--- src/rtl/led_pattern_sequencer_if.sv ---
// Host command channel for the LED pattern sequencer: mode/speed offered over valid/ready.
interface led_pattern_sequencer_if;
    logic       cmd_valid;
    logic       cmd_ready;
    logic [1:0] cmd_mode;
    logic [3:0] cmd_speed;

    modport master (
        output cmd_valid,
        output cmd_mode,
        output cmd_speed,
        input  cmd_ready
    );

    modport slave (
        input  cmd_valid,
        input  cmd_mode,
        input  cmd_speed,
        output cmd_ready
    );
endinterface

--- src/rtl/led_pattern_sequencer.sv ---
// Step-rate prescaler and pattern state machine for a chain of NUM 8-LED boards.
// Commands switch mode/speed through a blank-then-seed SWITCH cycle; pause freezes stepping.
module led_pattern_sequencer #(
    parameter int unsigned NUM      = 4,
    parameter int unsigned BASE_DIV = 50000000,
    parameter int unsigned CNT_W    = 32
) (
    input  logic                    clk,
    input  logic                    rst_n,
    led_pattern_sequencer_if.slave  cmd,
    input  logic                    pause,
    output logic [NUM*8-1:0]        led_all,
    output logic                    step,
    output logic [1:0]              mode_o
);
    localparam int unsigned W = NUM * 8;

    localparam logic [1:0] MODE_ROL    = 2'd0;
    localparam logic [1:0] MODE_ROR    = 2'd1;
    localparam logic [1:0] MODE_BOUNCE = 2'd2;
    localparam logic [1:0] MODE_BLINK  = 2'd3;

    typedef enum logic [1:0] {
        ST_RUN    = 2'd0,
        ST_HOLD   = 2'd1,
        ST_SWITCH = 2'd2
    } state_t;

    state_t           state_q, state_d;
    logic [1:0]       mode_q, mode_d;
    logic [3:0]       speed_q, speed_d;
    logic [CNT_W-1:0] cnt_q, cnt_d;
    logic [W-1:0]     led_q, led_d;
    logic             dir_q, dir_d;      // bounce direction: 0 = towards MSB, 1 = towards LSB
    logic             step_q, step_d;

    logic [CNT_W-1:0] period;
    logic [CNT_W-1:0] cnt_last;
    logic [W-1:0]     led_next;
    logic             accept;

    function automatic logic [W-1:0] seed_of(input logic [1:0] mode);
        case (mode)
            MODE_ROL:    seed_of = {NUM{8'h01}};
            MODE_ROR:    seed_of = {NUM{8'h80}};
            MODE_BOUNCE: seed_of = W'(1);
            default:     seed_of = '1;
        endcase
    endfunction

    function automatic logic [W-1:0] advance(input logic [1:0] mode,
                                             input logic [W-1:0] cur,
                                             input logic dir_down);
        case (mode)
            MODE_ROL:    advance = {cur[W-2:0], cur[W-1]};
            MODE_ROR:    advance = {cur[0], cur[W-1:1]};
            MODE_BOUNCE: advance = dir_down ? (cur >> 1) : (cur << 1);
            MODE_BLINK:  advance = ~cur;
            default:     advance = cur;
        endcase
    endfunction

    // Step period is evaluated at the counter width so large BASE_DIV values wrap consistently.
    assign period   = CNT_W'(BASE_DIV) * (CNT_W'(speed_q) + CNT_W'(1));
    assign cnt_last = period - CNT_W'(1);
    assign led_next = advance(mode_q, led_q, dir_q);

    assign cmd.cmd_ready = (state_q != ST_SWITCH);
    assign led_all       = led_q;
    assign step          = step_q;
    assign mode_o        = mode_q;

    always_comb begin
        state_d = state_q;
        mode_d  = mode_q;
        speed_d = speed_q;
        cnt_d   = cnt_q;
        led_d   = led_q;
        dir_d   = dir_q;
        step_d  = 1'b0;
        accept  = cmd.cmd_valid && (state_q != ST_SWITCH);

        // An accepted command takes priority over any tick due in the same cycle.
        if (accept) begin
            mode_d  = cmd.cmd_mode;
            speed_d = cmd.cmd_speed;
            cnt_d   = '0;
            led_d   = '0;
            state_d = ST_SWITCH;
        end else begin
            case (state_q)
                ST_RUN: begin
                    if (cnt_q == cnt_last) begin
                        cnt_d  = '0;
                        led_d  = led_next;
                        step_d = 1'b1;
                        if (mode_q == MODE_BOUNCE) begin
                            if (led_next[W-1]) begin
                                dir_d = 1'b1;
                            end else if (led_next[0]) begin
                                dir_d = 1'b0;
                            end
                        end
                    end else begin
                        cnt_d = cnt_q + CNT_W'(1);
                    end
                    if (pause) begin
                        state_d = ST_HOLD;
                    end
                end
                ST_HOLD: begin
                    if (!pause) begin
                        state_d = ST_RUN;
                    end
                end
                default: begin
                    cnt_d   = '0;
                    led_d   = seed_of(mode_q);
                    dir_d   = 1'b0;
                    state_d = pause ? ST_HOLD : ST_RUN;
                end
            endcase
        end
    end

    always_ff @(posedge clk) begin
        if (!rst_n) begin
            state_q <= ST_RUN;
            mode_q  <= MODE_ROL;
            speed_q <= '0;
            cnt_q   <= '0;
            led_q   <= {NUM{8'h01}};
            dir_q   <= 1'b0;
            step_q  <= 1'b0;
        end else begin
            state_q <= state_d;
            mode_q  <= mode_d;
            speed_q <= speed_d;
            cnt_q   <= cnt_d;
            led_q   <= led_d;
            dir_q   <= dir_d;
            step_q  <= step_d;
        end
    end
endmodule

--- src/flat_wrapper.sv ---
// flat-port wrapper written by rule: the top's interface ports become plain ports
module led_pattern_sequencer_flat 
#(
    parameter int unsigned NUM      = 4,
    parameter int unsigned BASE_DIV = 50000000,
    parameter int unsigned CNT_W    = 32
)
  (clk, rst_n, pause, led_all, step, mode_o, cmd_cmd_valid, cmd_cmd_mode, cmd_cmd_speed, cmd_cmd_ready);
  led_pattern_sequencer_if cmd_i ();
  input  logic clk;
  input  logic rst_n;
  input  logic pause;
  output logic [NUM*8-1:0] led_all;
  output logic step;
  output logic [1:0] mode_o;
  input wire logic [$bits(cmd_i.cmd_valid)-1:0] cmd_cmd_valid;
  input wire logic [$bits(cmd_i.cmd_mode)-1:0] cmd_cmd_mode;
  input wire logic [$bits(cmd_i.cmd_speed)-1:0] cmd_cmd_speed;
  output wire logic [$bits(cmd_i.cmd_ready)-1:0] cmd_cmd_ready;
  assign cmd_i.cmd_valid = cmd_cmd_valid;
  assign cmd_i.cmd_mode = cmd_cmd_mode;
  assign cmd_i.cmd_speed = cmd_cmd_speed;
  assign cmd_cmd_ready = cmd_i.cmd_ready;
  led_pattern_sequencer #(.NUM(NUM), .BASE_DIV(BASE_DIV), .CNT_W(CNT_W)) u_core (.clk(clk), .rst_n(rst_n), .cmd(cmd_i), .pause(pause), .led_all(led_all), .step(step), .mode_o(mode_o));
endmodule
--- config.mk ---
export PLATFORM = sky130hd
export DESIGN_NAME = led_pattern_sequencer_flat
export DESIGN_NICKNAME = d
export VERILOG_FILES = /design/src/rtl/led_pattern_sequencer_if.sv /design/src/rtl/led_pattern_sequencer.sv /design/src/flat_wrapper.sv
export SDC_FILE = /design/constraint.sdc
export NUM_CORES = 1
export LEC_CHECK = 0
export ABC_AREA = 1
export ABC_CLOCK_PERIOD_IN_PS = 12200
export BUFFER_PORTS_ARGS = -buffer_cell sky130_fd_sc_hd__buf_4
export CELL_PAD_IN_SITES_DETAIL_PLACEMENT = 0
export CELL_PAD_IN_SITES_GLOBAL_PLACEMENT = 1
export CORE_UTILIZATION = 45
export CTS_CLUSTER_SIZE = 30
export DETAILED_ROUTE_END_ITERATION = 8
export GPL_TIMING_DRIVEN = 0
export PLACE_DENSITY_LB_ADDON = 0.1
export SETUP_SLACK_MARGIN = 0.05
export SLEW_MARGIN = 20
export SYNTH_ARGS = -nofsm -noshare
export SYNTH_HDL_FRONTEND = slang
export SYNTH_SLANG_ARGS = --single-unit
--- constraint.sdc ---
create_clock -name clk -period 12.2 [get_ports clk]
set_clock_uncertainty 0.1 [all_clocks]
set_input_delay 2.44 -clock clk [delete_from_list [all_inputs] [get_ports clk]]
set_output_delay 2.44 -clock clk [all_outputs]
set_load 0.02 [all_outputs]
# Word-level counts from Yosys, hierarchy flattened
# Cells that the tools add are included.
# W data, S select, Z words.
# classes
n_addsub	3
multipliers	1
n_eq_ne	15
muxes	19
bitwise_logic	5
n_reduce_logical	10
# ops
op	count
$pmux W32 S2	2
$pmux W32 S4	1
$mux W32	3
$pmux W32 S3	1
$add A32 B1 Y32 const B	1
$eq A32 B32 Y1	1
$mul A19 B32 Y25 const A	1
$not A32 Y32	1
$sub A32 B1 Y32 const B	1
$mux W25	1
$reduce_and A2 Y1	4
$mux W1	6
$mux W2	3
$ne A2 B1 Y1 const B	3
$ne A2 B2 Y1 const B	3
$ne A3 B1 Y1 const B	2
$ne A3 B2 Y1 const B	2
$add A4 B1 Y5 const B	1
$reduce_and A5 Y1	1
$eq A2 B1 Y1 const B	2
$eq A2 B2 Y1 const B	2
$logic_not A2 Y1	2
$not A1 Y1	4
$pmux W2 S2	1
4 further kinds	4
# totals
reg_bits	74
inputBits	10
output_inout_bits	36
wordCells	62

# Depth between registers and ports, before layout
# Gate-level depths: netlist of run 1.
# depth
depth_word	7
depth_mapped	37
ltp_nobuf	35

# Worst setup path after synthesis of run 1
# OpenSTA, ideal clock, no wires.
# synth_timing
path_type	register -> register
from	reg u_core.speed_q[0]
to	reg u_core.led_q[17] (netlist: u_core.led_all[17])
arrival_ns	4.845
slack_ns	7.132
path_stages_with_launch	35
period_less_slack_ns	5.068
path_cell_list	dfxtp_1 -> ha_1 -> xor2_1 -> fa_1 -> xor2_1 -> ha_1 -> a21oi_1 -> xnor2_1 -> ha_1 -> a21o_1 -> ha_1 -> nand2_1 -> nand2_1 -> inv_2 -> nand2_1 -> nand2_1 -> nand3_1 -> nand2_1 -> nand2_1 -> nor2_1 -> nand2_2 -> nand2_2 -> clkinv_1 -> nand2_1 -> nand2_1 -> nand2_1 -> inv_2 -> nor2_4 -> nand2_4 -> nand2_4 -> buf_12 -> buf_6 -> nand3_2 -> nand2_1 -> a21oi_2
# synth_via
elab_chain_len	6
# synth_lines
element	line	rtl
start: declaration	led_pattern_sequencer.sv:31	logic [3:0] speed_q, speed_d;
start signal: assignment	led_pattern_sequencer.sv:138	speed_q <= speed_d;
$add A4 B1 Y5	led_pattern_sequencer.sv:64	assign period = CNT_W'(BASE_DIV) * (CNT_W'(speed_q) + CNT_W'(1));
$mul A19 B32 Y25	led_pattern_sequencer.sv:64	
$sub A32 B1 Y32	led_pattern_sequencer.sv:65	assign cnt_last = period - CNT_W'(1);
$eq A32 B32 Y1	led_pattern_sequencer.sv:93	if (cnt_q == cnt_last) begin
$ne A2 B1 Y1 (no source line)	n/a	
$reduce_and A2 Y1 (no source line)	n/a	
end signal: assignment	led_pattern_sequencer.sv:132	led_q <= {NUM{8'h01}};
end signal: assignment	led_pattern_sequencer.sv:140	led_q <= led_d;
end: declaration	led_pattern_sequencer.sv:33	logic [W-1:0] led_q, led_d;
# No other way between the ends.
# A chain may end at the register's enable or synchronous reset.

# Worst setup path in the final report of run 1
# layout_timing
from	reg u_core.speed_q[0]
to	reg u_core.led_q[10] (netlist: u_core.led_all[10])
# The elaborated chain is that of the path after synthesis.

==> reports/metrics.cfg, run 1 <==
[floorplanning]
initial_core_util_pct = 45.95
die_x_um = 131.9
rows = 47
coreArea_mm2 = 0.01652
dieArea_mm2 = 0.01740
die_y_um = 131.9
ios = 46

[critical_path]
start_kind = flip-flop
reg2regPathDepth = 27
endpoint = u_core.led_all[10]
reg2reg_slack_ps = 5980
worstSetupPathType = flip-flop to flip-flop
cp.required_ps = 12340
critPathArrivalTime_ps = 6360
timing.rr.start = u_core.speed_q[0]
end_kind = flip-flop
cp-startpoint = u_core.speed_q[0]
cp_max_fo = 10
r2r_end = u_core.led_all[10]

[clocking]
post_cts_resized = 0
postCtsHoldBufs = 0
path_clk_slew_ps = 70
clock_latency_ps = 360
numCtsBuffers = 9
post-cts-setup-buffer-count = 0
cts.sinks = 74
cts_root_buf = clkbuf_16
htreeDepth = 3
cts_tree = done
cts_max_path_buffers = 2

[route]
vias_per_cell = 5.318
firstDrtPassIters = 7
drt-initial-drc-count = 762
wl_um = 22210
drc = 2
ant_nets = 0
wire_per_inst_um = 15.34
vias = 7700

[sta]
period_needed_ps = 6216
rsz0062_at_grt = no
worst_pin_slew_ps = 734.6
clock.fmax_mhz = 160.9
fin_setup_tns_ps = 0
setup-violations-final = 0
drv_slew = 0
post-route-period-util_pct = 50.95
max_slew_margin_pct = 51.03
hold_violations = 0

[worst_hold_path]
min_from = u_core.cnt_q[1]
min_path_type = flip-flop to flip-flop

[placed_design]
portBuffers = 45
place_inst = 1432
place_hpwl_um = 17230
place.gp.congestion = 0.8606

[logic_synthesis]
yosysWarnings = 0
syn_area_mm2 = 0.007594
synth_area_leaders = dfxtp_1 20%, nand2_1 15%, inv_1 8.2%
yosys-top-cells-count = 296 x nand2_1, 165 x inv_1, 90 x nand3_1
seq_area_frac_synth_pct = 19.51
ys.flop_type = dfxtp_1
synth_edf_count = 0
post-synth-top-count-cell = nand2_1
synth_top_cell_by_area = dfxtp_1
synth-async-reset-ratio_pct = 0
syn_area_per_cell_um2 = 6.507
netlist_instances = 1167
syn_nets = 1239
synth_cell_types = 46
ys_ff_latch = 74
synth_top_area_share_pct = 19.51

[final_layout]
fillCellCount = 1708
fin_cells = 1448
drive_above_1_share_pct = 15.96
antenna_cells = 0
areaGrowthSynthToFinish_pct = 12.52
fin_nets = 1295

[pwr]
ir_worst_vdd_mv = 0.07631
cellPowerDensity_mw_per_mm2 = 131.5
cellLeakagePower_uw = 0.003769

[global_route]
grt.total_usage_pct = 26.43
grt_first_pass_wirelength_um = 36810
grt_pass1_vias = 7093
antenna_found_initial = 0
grt_start_max_net_pins = 14
gr-total-overflow = 0

[flow_run]
maxCapViolations = 0

[status]
violations = DRC
status = finished with violations

critical path: stages (launching register included):
cell and delay, ps:
dfxtp_1 600, ha_1 300, xor2_1 560, inv_1 230
fa_1 550, inv_1 170, fa_1 450, ha_1 330
ha_1 400, a21oi_1 310, nand2_1 100, a21oi_1 240
nand2_1 110, nand2_1 90, nand2_1 80, nor2_1 100
nand2_1 60, nor2_2 110, nand2_1 100, nand2_1 70
nand2_1 60, nand2_2 70, nor2_4 50, nand2_4 150
nand2_4 80, nand2_2 170, buf_2 360, a21oi_2 100
kinds of logic after synthesis:
group                    synth area share [%]
XOR/XNOR                                3.114
AND/OR/NAND/NOR                         37.72
flip-flops                              19.51
adder cells (fa/ha/maj)                 11.50
AO/OA/AOI/OAI                           16.25
buffers and inverters                   11.91
per-stage QoR:
stage | area [um2] | utilization, % | power [uW] | setup WS (ps) | hold slack, ps
floorplan | 7594 | - | 695.5 | 7132 | 360.8
global route | 8544 | 51.71 | 1219 | 5396 | 436.8
detailed placement | 8207 | 49.66 | 816.4 | 5982 | 384.0
CTS | 8544 | 51.71 | 1128 | 5959 | 393.4
finish | 8544 | 51.71 | 1124 | 5984 | 391.4
global placement | 8207 | 49.66 | 816.4 | 6011 | 377.5
metal layers:
metal | vias to the layer above | track usage [%] | routed length, um
met5 | - | 0 | 0
met4 | 0 | 7.817 | 341
met3 | 27 | 3.806 | 1166
met2 | 201 | 40.36 | 9361
met1 | 3519 | 38.26 | 11340
li1 | 3953 | - | -
worst min-delay path by stage:
stage / depth (start not counted) / slack (ps) / endpoint
global placement: 2 / 380 / u_core.cnt_q[1]
floorplan: 2 / 360 / u_core.cnt_q[0]
global route: 2 / 440 / u_core.cnt_q[30]
finish: 2 / 390 / u_core.cnt_q[1]
CTS: 2 / 390 / u_core.cnt_q[1]
detailed placement: 2 / 380 / u_core.cnt_q[1]
registers in the layout (all words and copies together), names as in the netlist:
signal          count
u_core.state_q      2
u_core.speed_q      4
u_core.cnt_q       32
u_core.step         1
u_core.dir_q        1
u_core.mode_o       2
u_core.led_all     32
layout by cell type (no fill, tap or decap), types with 3 or more instances in the layout:
| cell type | instances |
|---|---|
| fa_1 | 13 |
| nor3_1 | 8 |
| nand4_1 | 35 |
| buf_12 | 3 |
| nor2_4 | 7 |
| inv_2 | 10 |
| and2_1 | 5 |
| nand3_1 | 90 |
| nand3_2 | 28 |
| nand3b_1 | 3 |
| clkbuf_16 | 9 |
| nand2_1 | 296 |
| xor2_1 | 21 |
| nand2_2 | 21 |
| a21oi_2 | 28 |
| ha_1 | 49 |
| clkbuf_1 | 22 |
| o21ai_0 | 22 |
| nand2_4 | 5 |
| buf_1 | 5 |
| or2_1 | 3 |
| a221oi_1 | 3 |
| nor2_2 | 13 |
| nor4_1 | 5 |
| a22oi_1 | 28 |
| buf_2 | 9 |
| nor2_1 | 66 |
| xnor2_1 | 6 |
| a21oi_1 | 68 |
| buf_4 | 47 |
| dfxtp_1 | 74 |
| inv_1 | 165 |
| o22ai_1 | 33 |
power breakdown:
part           internal, uW  switching, uW  leakage, uW
Combinational           184            372      0.00301
Sequential              250           10.1     0.000602
Clock                   192            117     0.000162
Total                   625            498      0.00377
area by class of cell:
type / count / area (um2) / area share [%]
Sequential cell: 74 / 1481 / 17.34
Clock buffer: 11 / 252.7 / 2.958
Inverter: 176 / 660.6 / 7.732
Timing Repair Buffer: 45 / 337.8 / 3.954
Tap cell: 220 / 275.3 / 3.222
Clock inverter: 5 / 85.08 / 0.9958
Multi-Input combinational cell: 874 / 5207 / 60.95
Buffer: 43 / 244.0 / 2.855
(Power assumes the default switching activity.)
==> run 2: changes to the inputs <==
Settings changed: ABC_CLOCK_PERIOD_IN_PS 12200 to 5900.
Clock period 12.2 ns to 5.9 ns, I/O delays scaled along.
==> reports/metrics.cfg, run 2 (synthesized netlist as in run 1, its figures left out) <==
[sta]
setup-violations-final = 0  ; unchanged
hold_violations = 0  ; unchanged
fin_setup_tns_ps = 0  ; unchanged
post-route-period-util_pct = 91.07  ; was 50.95%
clock.fmax_mhz = 186.1  ; was 160.9 MHz
drv_slew = 0  ; unchanged
rsz0062_at_grt = no  ; unchanged
max_slew_margin_pct = 51.16  ; was 51.03%
worst_pin_slew_ps = 732.6  ; was 734.6 ps
period_needed_ps = 5373  ; was 6216 ps

[placed_design]
place_hpwl_um = 17230  ; unchanged
dpl_cell_area_mm2 = 0.008207  ; unchanged
place.gp.congestion = 0.8606  ; unchanged
portBuffers = 45  ; unchanged

[floorplanning]
dieArea_mm2 = 0.01740  ; unchanged
coreArea_mm2 = 0.01652  ; unchanged
die_x_um = 131.9  ; unchanged
rows = 47  ; unchanged
initial_core_util_pct = 45.95  ; unchanged
die_y_um = 131.9  ; unchanged
ios = 46  ; unchanged

[route]
drc = 2  ; unchanged
routedLengthMet1_um = 11310  ; was 11340 um
wl_met2_um = 9520  ; was 9361 um
vias = 7759  ; was 7700
drt-initial-drc-count = 756  ; was 762
firstDrtPassIters = 7  ; unchanged
dr.max_layer_used = met4  ; unchanged
wl_met3_um = 1211  ; was 1166 um
wire_per_inst_um = 15.36  ; was 15.34 um
vias_per_cell = 5.325  ; was 5.318
wl_um = 22380  ; was 22210 um
ant_nets = 0  ; unchanged

[critical_path]
start_kind = flip-flop  ; unchanged
end_kind = flip-flop  ; unchanged
cp.required_ps = 6040  ; was 12340 ps
worstSetupPathType = flip-flop to flip-flop  ; unchanged
cpMostUsedCell = nand2_1  ; unchanged
crit_slowest_cell = fa_1  ; was dfxtp_1
critPathArrivalTime_ps = 5510  ; was 6360 ps
cp_max_fo = 10  ; unchanged
slowest_delay_ps = 510  ; was 600 ps

[final_layout]
layout_commonest_cell = nand2_1  ; unchanged
drive_above_1_share_pct = 17.70  ; was 15.96%
mostFrequentLayoutCells = 294 x nand2_1, 164 x inv_1, 89 x nand3_1, 72 x dfxtp_1, 66 x nor2_1  ; was 296 x nand2_1, 165 x inv_1, 90 x nand3_1, 74 x dfxtp_1, 68 x a21oi_1
final_util_pct = 52.75  ; was 51.71%
postLayoutCellArea_mm2 = 0.008717  ; was 0.008544 mm2
areaGrowthSynthToFinish_pct = 14.80  ; was 12.52%
fin_nets = 1304  ; was 1295
antenna_cells = 0  ; unchanged

[pwr]
cellLeakagePower_uw = 0.003820  ; was 0.003769 uW
ir_worst_vdd_mv = 0.1575  ; was 0.07631 mV
cellPowerDensity_mw_per_mm2 = 269.3  ; was 131.5 mW/mm2
finalPower_uw = 2347  ; was 1124 uW

[status]
violations = DRC  ; unchanged
status = finished with violations  ; unchanged

[clocking]
htreeDepth = 3  ; unchanged
cts_root_buf = clkbuf_16  ; unchanged
path_clk_slew_ps = 60  ; was 70 ps
postCtsHoldBufs = 0  ; unchanged
cts_tree = done  ; unchanged
cts.sinks = 74  ; unchanged
numCtsBuffers = 9  ; unchanged
cts_max_path_buffers = 2  ; unchanged
clock_latency_ps = 360  ; about the same

[global_route]
antenna_found_initial = 0  ; unchanged
grt_first_pass_wirelength_um = 36830  ; was 36810 um
grt_pass1_vias = 7099  ; was 7093
grt.total_usage_pct = 26.43  ; unchanged
gr-total-overflow = 0  ; unchanged
grt_start_max_net_pins = 14  ; unchanged

[flow_run]
maxCapViolations = 0  ; unchanged

[worst_hold_path]
min_path_type = flip-flop to flip-flop  ; unchanged

==> run 2: metal layers <==
metal  track usage (%)  up-vias
met5                 0        -
met4             7.817        0
met3             3.806       25
met2             40.36      214
met1             38.26     3553
li1                  -     3967
==> run 2: path summary, 6_finish.rpt <==
check	startpoint	to	slack, ps	cells after the start
worst max-delay path	u_core.speed_q[1]	u_core.led_all[8]	530	31
worst min-delay path	u_core.cnt_q[1]	u_core.cnt_q[1]	390	2
worst max register to register	u_core.speed_q[1]	u_core.led_all[8]	530	31
worst min register to register	u_core.cnt_q[1]	u_core.cnt_q[1]	390	2
==> run 2: final cells by class <==
type	count	area, um2
clock buffer	11	252.7
fill	1692	7807
timing repair buffer	54	417.9
tap	220	275.3
inverter	176	664.4
clock inverter	5	85.08
multi-input combinational	874	5283
buffer	43	252.7
sequential	74	1486
==> run 2: power by group <==
group          switching [uW]  internal (uW)  leakage [uW]  total, uW
clock network             241            396      0.000162        637
registers                20.5            518      0.000603        538
logic                     777            395       0.00305       1170
==> run 2: per-stage QoR <==
stage / std cells / setup WS, ps / hold slack [ps]
6_report: 1457 / 526.7 / 391.4
4_1_cts: 1448 / 51.19 / 393.4
3_3_place_gp: 1432 / -289.3 / 377.5
3_5_place_dp: 1432 / -318.4 / 384.0
2_1_floorplan: 1167 / 831.9 / 360.8
5_1_grt: 1457 / 78.44 / 436.8
==> run 2: critical path: cells and delay by family (launching register included) <==
family | cells | cell delay, ps
XOR/XNOR | 1 | 190
AND/OR/NAND/NOR | 19 | 1810
adder cells (fa/ha/maj) | 5 | 1910
buffers and inverters | 6 | 790
flip-flops | 1 | 450
==> run 2: timing repair <==
| item | in CTS | in global routing |
|---|---|---|
| pin swaps | 0 | 2 |
| endpoints found under the setup margin | 56 | 63 |
| gates resized for setup | 4 | 19 |
| buffers inserted | 0 | 9 |
